==> src/rtl/seg14_pkg.sv <==
// Shared definitions for the 14-segment scroll controller:
// character codes, the scan state encoding and the character font.
package seg14_pkg;

    localparam int CHAR_W  = 6;
    localparam int SEG_W   = 14;
    localparam int N_CODES = 64;

    // Code 0 is a blank; 1..26 are A..Z, 27..36 are 0..9, the rest are blank.
    localparam logic [CHAR_W-1:0] CH_SPACE = 6'd0;
    localparam logic [CHAR_W-1:0] CH_LAST  = 6'd36;

    typedef enum logic [0:0] {
        IDLE = 1'b0,
        RUN  = 1'b1
    } state_t;

    // Bit order, MSB first: a b c d e f g1 g2 h i j k l m
    localparam logic [SEG_W-1:0] FONT [N_CODES] = '{
        14'b00000000000000,                                         // space
        14'b11101111000000, 14'b11110001010010, 14'b10011100000000, // A B C
        14'b11110000010010, 14'b10011110000000, 14'b10001110000000, // D E F
        14'b10111101000000, 14'b01101111000000, 14'b10010000010010, // G H I
        14'b01111000000000, 14'b00001110001100, 14'b00011100000000, // J K L
        14'b01101100101000, 14'b01101100100100, 14'b11111100000000, // M N O
        14'b11001111000000, 14'b11111100000100, 14'b11001111000100, // P Q R
        14'b10110111000000, 14'b10000000010010, 14'b01111100000000, // S T U
        14'b00001100001001, 14'b01101100000101, 14'b00000000101101, // V W X
        14'b00000000101010, 14'b10010000001001,                     // Y Z
        14'b11111100001001, 14'b01100000001000, 14'b11011011000000, // 0 1 2
        14'b11110011000000, 14'b01100111000000, 14'b10110111000000, // 3 4 5
        14'b10111111000000, 14'b11100000000000, 14'b11111111000000, // 6 7 8
        14'b11110111000000,                                         // 9
        14'h0, 14'h0, 14'h0, 14'h0, 14'h0, 14'h0, 14'h0, 14'h0, 14'h0,
        14'h0, 14'h0, 14'h0, 14'h0, 14'h0, 14'h0, 14'h0, 14'h0, 14'h0,
        14'h0, 14'h0, 14'h0, 14'h0, 14'h0, 14'h0, 14'h0, 14'h0, 14'h0
    };

endpackage

==> src/rtl/seg14_font.sv <==
// Combinational character code to 14-segment pattern lookup.
module seg14_font
    import seg14_pkg::*;
(
    input  logic [CHAR_W-1:0] code,
    output logic [SEG_W-1:0]  pattern
);

    // Codes beyond the digit range always render blank.
    always_comb begin
        pattern = FONT[code];
        if (code > CH_LAST) begin
            pattern = '0;
        end
    end

endmodule

==> src/rtl/seg14_scroll_ctrl.sv <==
// Multiplexed 14-segment display driver: host-writable message buffer,
// digit scan with prescaler, optional scrolling and registered outputs.
module seg14_scroll_ctrl
    import seg14_pkg::*;
#(
    parameter int N_DIGITS   = 12,
    parameter int MSG_DEPTH  = 32,
    parameter int SCAN_DIV   = 1024,
    parameter int SCROLL_DIV = 64
) (
    input  logic                           clk,
    input  logic                           rst,
    input  logic                           en,
    input  logic                           scroll_en,
    input  logic                           wr_en,
    input  logic [$clog2(MSG_DEPTH)-1:0]   wr_addr,
    input  logic [CHAR_W-1:0]              wr_char,
    input  logic [$clog2(MSG_DEPTH+1)-1:0] cfg_len,
    output logic [N_DIGITS-1:0]            sel,
    output logic [SEG_W-1:0]               segm,
    output logic                           frame_done
);

    localparam int AW = $clog2(MSG_DEPTH);
    localparam int LW = $clog2(MSG_DEPTH + 1);
    localparam int PW = $clog2(SCAN_DIV);
    localparam int DW = $clog2(N_DIGITS);
    localparam int FW = $clog2(SCROLL_DIV + 1);

    state_t            state;
    logic [PW-1:0]     presc;
    logic [DW-1:0]     digit;
    logic [FW-1:0]     frame_cnt;
    logic [LW-1:0]     offset;
    logic [LW-1:0]     len_q;
    logic [CHAR_W-1:0] msg_q [MSG_DEPTH];

    logic              presc_tc;
    logic              digit_last;
    logic              scanning;
    logic              addr_ok;
    logic [LW-1:0]     len_clamp;
    logic [LW-1:0]     off_base;
    logic [LW-1:0]     off_step;
    logic [AW-1:0]     rd_idx;
    logic              show;
    int                sum;
    logic [CHAR_W-1:0] char_code;
    logic [SEG_W-1:0]  font_pat;

    assign scanning   = (state == RUN) && en;
    assign presc_tc   = (presc == PW'(SCAN_DIV - 1));
    assign digit_last = (digit == DW'(N_DIGITS - 1));
    assign frame_done = scanning && presc_tc && digit_last;
    assign addr_ok    = (32'(wr_addr) < 32'(MSG_DEPTH));
    assign len_clamp  = (cfg_len > LW'(MSG_DEPTH)) ? LW'(MSG_DEPTH) : cfg_len;

    // Offset at a frame boundary: pulled back inside the new length, then stepped with wrap.
    always_comb begin
        off_base = (offset >= len_clamp) ? '0 : offset;
        off_step = off_base + 1'b1;
        if (off_step >= len_clamp) begin
            off_step = '0;
        end
    end

    // Buffer slot shown on the digit currently being scanned.
    always_comb begin
        rd_idx = '0;
        show   = 1'b0;
        sum    = 0;
        if (len_q != '0) begin
            if (scroll_en) begin
                sum    = int'(offset) + int'(digit);
                rd_idx = AW'(sum % int'(len_q));
                show   = 1'b1;
            end else if (int'(digit) < int'(len_q)) begin
                rd_idx = AW'(digit);
                show   = 1'b1;
            end
        end
    end

    assign char_code = show ? msg_q[rd_idx] : CH_SPACE;

    seg14_font u_font (
        .code    (char_code),
        .pattern (font_pat)
    );

    // Message buffer: reset to blanks, writes land at the clock edge.
    always_ff @(posedge clk) begin
        if (rst) begin
            for (int i = 0; i < MSG_DEPTH; i++) begin
                msg_q[i] <= CH_SPACE;
            end
        end else if (wr_en && addr_ok) begin
            msg_q[wr_addr] <= wr_char;
        end
    end

    // Scan FSM, prescaler, digit index, and frame-boundary length/scroll updates.
    always_ff @(posedge clk) begin
        if (rst) begin
            state     <= IDLE;
            presc     <= '0;
            digit     <= '0;
            frame_cnt <= '0;
            offset    <= '0;
            len_q     <= '0;
        end else if (state == IDLE) begin
            presc <= '0;
            digit <= '0;
            if (en) begin
                state <= RUN;
            end
        end else if (!en) begin
            state <= IDLE;
            presc <= '0;
            digit <= '0;
        end else if (!presc_tc) begin
            presc <= presc + 1'b1;
        end else begin
            presc <= '0;
            if (!digit_last) begin
                digit <= digit + 1'b1;
            end else begin
                digit <= '0;
                len_q <= len_clamp;
                if (!scroll_en) begin
                    frame_cnt <= '0;
                    offset    <= '0;
                end else if (frame_cnt == FW'(SCROLL_DIV - 1)) begin
                    frame_cnt <= '0;
                    offset    <= off_step;
                end else begin
                    frame_cnt <= frame_cnt + 1'b1;
                    offset    <= off_base;
                end
            end
        end
    end

    // Registered display drive; blank unless actively scanning.
    always_ff @(posedge clk) begin
        if (rst || !scanning) begin
            sel  <= '0;
            segm <= '0;
        end else begin
            sel  <= N_DIGITS'(1) << digit;
            segm <= font_pat;
        end
    end

endmodule
==> config.mk <==
export PLATFORM = sky130hd
export DESIGN_NAME = seg14_scroll_ctrl
export DESIGN_NICKNAME = d
export VERILOG_FILES = /design/src/rtl/seg14_pkg.sv /design/src/rtl/seg14_font.sv /design/src/rtl/seg14_scroll_ctrl.sv
export SDC_FILE = /design/constraint.sdc
export NUM_CORES = 1
export LEC_CHECK = 0
export ABC_AREA = 1
export CAP_MARGIN = 10
export CORE_UTILIZATION = 30
export DETAILED_ROUTE_END_ITERATION = 8
export PLACE_DENSITY_LB_ADDON = 0.05
export RECOVER_POWER = 100
export SLEW_MARGIN = 20
export SYNTH_ARGS = -nofsm -noshare
export SYNTH_HDL_FRONTEND = slang
export SYNTH_SLANG_ARGS = --single-unit
==> constraint.sdc <==
create_clock -name clk -period 144.2 [get_ports clk]
set_input_delay 28.84 -clock clk [delete_from_list [all_inputs] [get_ports clk]]
set_output_delay 28.84 -clock clk [all_outputs]
set_load 0.02 [all_outputs]
; Word-level counts from Yosys, hierarchy flattened
; Memories as Yosys holds them, arrays and structs flattened. A register that Yosys moved wholly into a read port is not among the register bits.
; Cells that the tools add are included.
[word_totals]
ff_bits = 46
out_inout_bits = 27
in_bits = 22
romBits = 896
mem_count = 2
ram_bits = 192
[mem_list]
columns = name, words, width, rd, rd_clocked_by_memory_dff, wr, line_no
row1 = (name not given), 64, 14, 1, 1, 0, seg14_font.sv:11  ; pattern = FONT[code];
row2 = msg_q, 32, 6, 1, 0, 32, seg14_scroll_ctrl.sv:36  ; logic [CHAR_W-1:0] msg_q [MSG_DEPTH];
[op_classes]
n_lt_le_gt_ge = 5
add_sub_neg = 5
n_div = 1
shift = 1
n_reduce_logical = 11
n_eq_ne = 3
muxes = 24
bitwise = 3
[ops]
columns = cell, count
row1 = $mux W6, 7
row2 = $mod A32 B7 Y32, 1
row3 = $mux W5, 3
row4 = $mux W7, 2
row5 = $ge A6 B6 Y1, 2
row6 = $gt A6 B6 Y1 const B, 2
row7 = $shl A1 B4 Y12 const A, 1
row8 = $add A10 B1 Y10 const B, 1
row9 = $eq A10 B10 Y1 const B, 1
row10 = $mux W1, 10
row11 = $mux W4, 2
row12 = $add A6 B4 Y7, 1
row13 = $add A7 B1 Y7 const B, 1
row14 = $eq A7 B6 Y1 const B, 1
row15 = $not A6 Y7, 1
row16 = $add A6 B1 Y6 const B, 1
row17 = $lt A4 B6 Y1, 1
row18 = $reduce_bool A6 Y1, 1
row19 = $reduce_or A6 Y1, 1
row20 = $add A4 B1 Y4 const B, 1
row21 = $eq A4 B4 Y1 const B, 1
row22 = $reduce_and A4 Y1, 1
row23 = $reduce_or A4 Y1, 1
row24 = $logic_and A1 B1 Y1, 3
row25 = 5 further kinds, 6

; Depth between registers and ports, before layout
[depth]
word_depth = 9
mapped_depth = 447

; Cells and area by module
; From an unflattened synthesis, not the netlist that was laid out.
[unflattened]
hier_cells = 6046
hier_area_um2 = 38974.9
[by_module_without_submodules]
columns = mod, cells_each, area_each_um2, instances
row1 = seg14_scroll_ctrl, 5896, 38205.4, 1
row2 = seg14_font, 150, 769.5, 1

; Worst setup path before layout
; Ideal clock, no wire load.
[synth_path]
kind = in2out
startpoint = in en
endpoint = out frame_done
required_time_ns = 115.360
cell_stages = 5
slack_ns = 85.910
t_arrival_ns = 29.450
cell_sequence = nand2_1 -> inv_1 -> nand2_1 -> inv_1 -> clkbuf_1
[synth_between]
elab_chain_cells = 3
[synth_lines]
columns = element, line_no
row1 = start: declaration, seg14_scroll_ctrl.sv:13  ; input logic en,
row2 = $logic_and A1 B1 Y1, seg14_scroll_ctrl.sv:51  ; assign scanning = (state == RUN) && en;
row3 = $logic_and A1 B1 Y1 (2 in a row), seg14_scroll_ctrl.sv:54  ; assign frame_done = scanning && presc_tc && digit_last;
row4 = end: declaration, seg14_scroll_ctrl.sv:21  ; output logic frame_done
; No other way between the ends.

; Worst setup path after layout
[layout_path]
startpoint = reg len_q[1]
endpoint = reg segm[10]
[layout_between]
elab_chain_cells = 8
[layout_lines]
columns = element, line_no
row1 = start: declaration, seg14_scroll_ctrl.sv:35  ; logic [LW-1:0] len_q;
row2 = start signal: assignment, seg14_scroll_ctrl.sv:129  ; len_q <= len_clamp;
row3 = branches (longest 5 deep; another with $mod A32 B7 Y32), -
row4 = $mux W6 (*), seg14_scroll_ctrl.sv:84  ; assign char_code = show ? msg_q[rd_idx] : CH_SPACE;
row5 = $gt A6 B6 Y1, seg14_font.sv:12  ; if (code > CH_LAST) begin
row6 = $reduce_or A2 Y1 (no source line), -
row7 = end: declaration, seg14_scroll_ctrl.sv:20  ; output logic [SEG_W-1:0] segm,
; Every way passes the cells marked *.
; A chain may end at the register's enable or synchronous reset.

==> impl_metrics.env <==
export IMPL_status="finished, violations left"
export IMPL_failed_checks="capacitance limit, slew limit"
export IMPL_synth_cells=6262
export IMPL_fmax_mhz=12.5
export IMPL_antenna_left=0
export IMPL_maxSlewHeadroom=-0.988
export IMPL_r2r_slack_ns=64.47
export IMPL_min_to="frame_cnt[4]"
export IMPL_first_global_vias=37564
export IMPL_fin_nets=6505
export IMPL_die_y_um=369
export IMPL_layout_drive_gt1_share=0.165
export IMPL_synth_edf_count=192
export IMPL_multi_input_area_um2=28400
export IMPL_r2r_cells=382
export IMPL_worstPathMaxFanout=51
export IMPL_regArea_um2=6970
export IMPL_drc_errors=0
export IMPL_yosysUniqueCellTypes=81
export IMPL_synthTopCellsByArea="edfxtp_1, nand2_1, nand3_1, inv_1, nor2_1"
export IMPL_cp_num_buf_inv=64
export IMPL_cp_top_family="simple AND/OR/NAND/NOR gates"
export IMPL_cp_end_kind="flop"
export IMPL_clock_latency_ns=0.57
export IMPL_ys_ff_latch=252
export IMPL_drtPass1Iterations=6
export IMPL_cts_buffers=31
export IMPL_drv_slew=309
export IMPL_place_congestion=0.885
export IMPL_critPathLaunchType="flop"
export IMPL_grt_use_total=0.198
export IMPL_maxCapViolCount=8
export IMPL_grt_overflow=0
export IMPL_fin_crit_sh=0.553
export IMPL_cts_tree="done"
export IMPL_worstHoldPathCells=2
export IMPL_crit_top_cell="nand2_1"
export IMPL_fp_dieArea_um2=136000
export IMPL_grt_first_pass_wirelength_um=215000
export IMPL_die_width_um=369
export IMPL_synth_ff_type="edfxtp_1"
export IMPL_syn_avg_cell_area_um2=6.44
export IMPL_port_buffers=48
export IMPL_slowest_stage="clkbuf_1"
export IMPL_drtIter0Drc=2424
export IMPL_antennaDiodeCount=0
export IMPL_synth_top_area_share=0.143
export IMPL_route_vias_total=39320
export IMPL_setup_viol_count_final=0
export IMPL_cts_clk_slew_worst_paths_ns=0.06
export IMPL_hpwl_um=111000
export IMPL_grt_start_max_net_pins=63
export IMPL_worst_slew_pin_slew_ns=2.98
export IMPL_worstPathArrival_ns=80.23
export IMPL_cts_resized=0
export IMPL_post_cts_buffers=0
export IMPL_ys_async_sr_fraction=0
export IMPL_slowest_delay_ns=2.19
export IMPL_ys_seq_area_frac=0.173
export IMPL_start_util=0.302
export IMPL_final_hold_viol_count=0
export IMPL_htreeDepth=1
export IMPL_row_count=134
export IMPL_syn_to_final_growth_pct=6.02
export IMPL_yosys_warnings=0
export IMPL_core_um2=133000
export IMPL_crit_type="reg2reg"
export IMPL_routed_wl_um=138000
export IMPL_fin_skew_ns=0.0144
export IMPL_ios=49
export IMPL_reg2reg_from="len_q[1]"
export IMPL_yosysTopAreaCell="edfxtp_1"
export IMPL_fillCellCount=15080
export IMPL_fin_crit_ns=79.73
export IMPL_r2r_end="segm[10]"
export IMPL_vias_per_cell=4.88
export IMPL_synth_area_um2=40300
export IMPL_tns_ns=0
export IMPL_clock_path_buffers=3
export IMPL_antenna_found_initial=1
export IMPL_wl_per_cell_um=17.2
export IMPL_hold_path_class="reg2reg"
export IMPL_crit_required_ns=144.70
export IMPL_rsz0062_at_grt="no"
export IMPL_clock_sinks=252
export IMPL_ctsHoldBuffers=0
export IMPL_min_from="frame_cnt[3]"
export IMPL_root_buffer="clkbuf_16"
[cell usage in the layout (no fill, tap or decap), types with 9 or more instances in the layout]
cell	synthesis	final
nand4_1	193	193
nand3_2	155	154
nand2_2	250	249
dfxtp_1	60	60
clkdlybuf4s50_1	0	18
a21o_1	10	10
nand2_4	83	80
ha_1	212	212
o21bai_1	11	11
a21oi_1	176	176
clkbuf_16	0	31
nand2_1	1528	1532
xnor2_1	52	52
buf_4	13	21
clkinv_2	21	24
dlygate4sd3_1	0	30
inv_1	778	773
edfxtp_1	192	192
nor3_1	54	54
o211ai_1	11	11
clkinv_1	32	36
nor2_4	77	76
o21ai_1	54	54
nor2_1	709	710
clkbuf_1	28	17
or2_2	31	31
o21ai_2	43	43
nand3_4	54	48
xor2_1	111	111
nand3_1	683	690
nand3b_1	55	55
inv_4	9	9
conb_1	1	23
o21ai_0	163	163
nor2_2	128	128
o21a_1	10	10
inv_2	76	81
[cells in the mapped netlist (55+ instances only)]
cell type  instances
a21oi_1          176
dfxtp_1           60
edfxtp_1         192
ha_1             212
inv_1            778
inv_2             76
nand2_1         1528
nand2_2          250
nand2_4           83
nand3_1          683
nand3_2          155
nand3b_1          55
nand4_1          193
nor2_1           709
nor2_2           128
nor2_4            77
o21ai_0          163
xor2_1           111
[per-layer routing]
layer | vias to the layer above | GRT usage | share of wire
li1 | 20360 | - | -
met1 | 18100 | 0.281 | 0.50
met2 | 729 | 0.323 | 0.45
met3 | 131 | 0.0210 | 0.042
met4 | 0 | 0.0358 | 0.017
met5 | - | 0 | 0
[worst register-to-register path: cells and delay by family (launching register included)]
| kind | cells | cell delay [ns] |
|---|---|---|
| simple gates | 197 | 38.68 |
| compound gates | 89 | 20.14 |
| fa+ha+maj | 32 | 10.65 |
| buf+inv | 64 | 9.74 |
| flops | 1 | 0.43 |
[cell type report]
class                      instances  area share
clock buffer                      42      0.0193
clock inverter                    12     0.00216
inverter                         928      0.0847
multi-input combinational       4980       0.664
sequential                       252       0.163
tap                             1768      0.0517
timing repair buffer              76      0.0155
[stage by stage]
step	std cells	setup WS (ns)	cell area, um^2	util	hold WS (ns)
finish	8058	64.47	42800	0.321	0.460
global route	8058	55.37	42800	0.321	0.470
CTS	8058	75.27	42900	0.322	0.458
detailed placement	8004	75.50	42000	0.315	0.447
global placement	8004	77.00	42000	0.315	0.440
floorplan	6284	85.91	40400	-	0.430
[kinds of logic after synthesis]
| kind of cell | count (synthesis) | synth area share |
|---|---|---|
| AND/OR/NAND/NOR | 4055 | 0.524 |
| buffers and inverters | 1052 | 0.123 |
| AO/OA/AOI/OAI | 522 | 0.0765 |
| flip-flops | 252 | 0.173 |
| adder cells (fa/ha/maj) | 214 | 0.0667 |
| XOR/XNOR | 166 | 0.0366 |
| other | 1 | 0.0000929 |
[registers in the layout, summed over array words and instances (netlist names)]
| register | cells |
|---|---|
| msg_q | 192 |
| segm | 14 |
| sel | 12 |
| presc | 10 |
| frame_cnt | 7 |
| len_q | 6 |
| offset | 6 |
| digit | 4 |
| state | 1 |
[worst max-delay path by stage]
stage / start / end / slack [ns] / depth (start not counted)
after detailed placement: len_q[1] / segm[10] / 75.50 / 388
final: len_q[1] / segm[10] / 64.47 / 382
after global placement: len_q[1] / segm[10] / 77.00 / 389
after CTS: len_q[1] / segm[10] / 75.27 / 388
after global routing: len_q[1] / segm[10] / 55.37 / 388
after floorplan: en / frame_done / 85.91 / 5
Power is left out: the tool's default activity adds up to more than one toggle a clock period on the data nets, which glitch-free logic cannot reach.
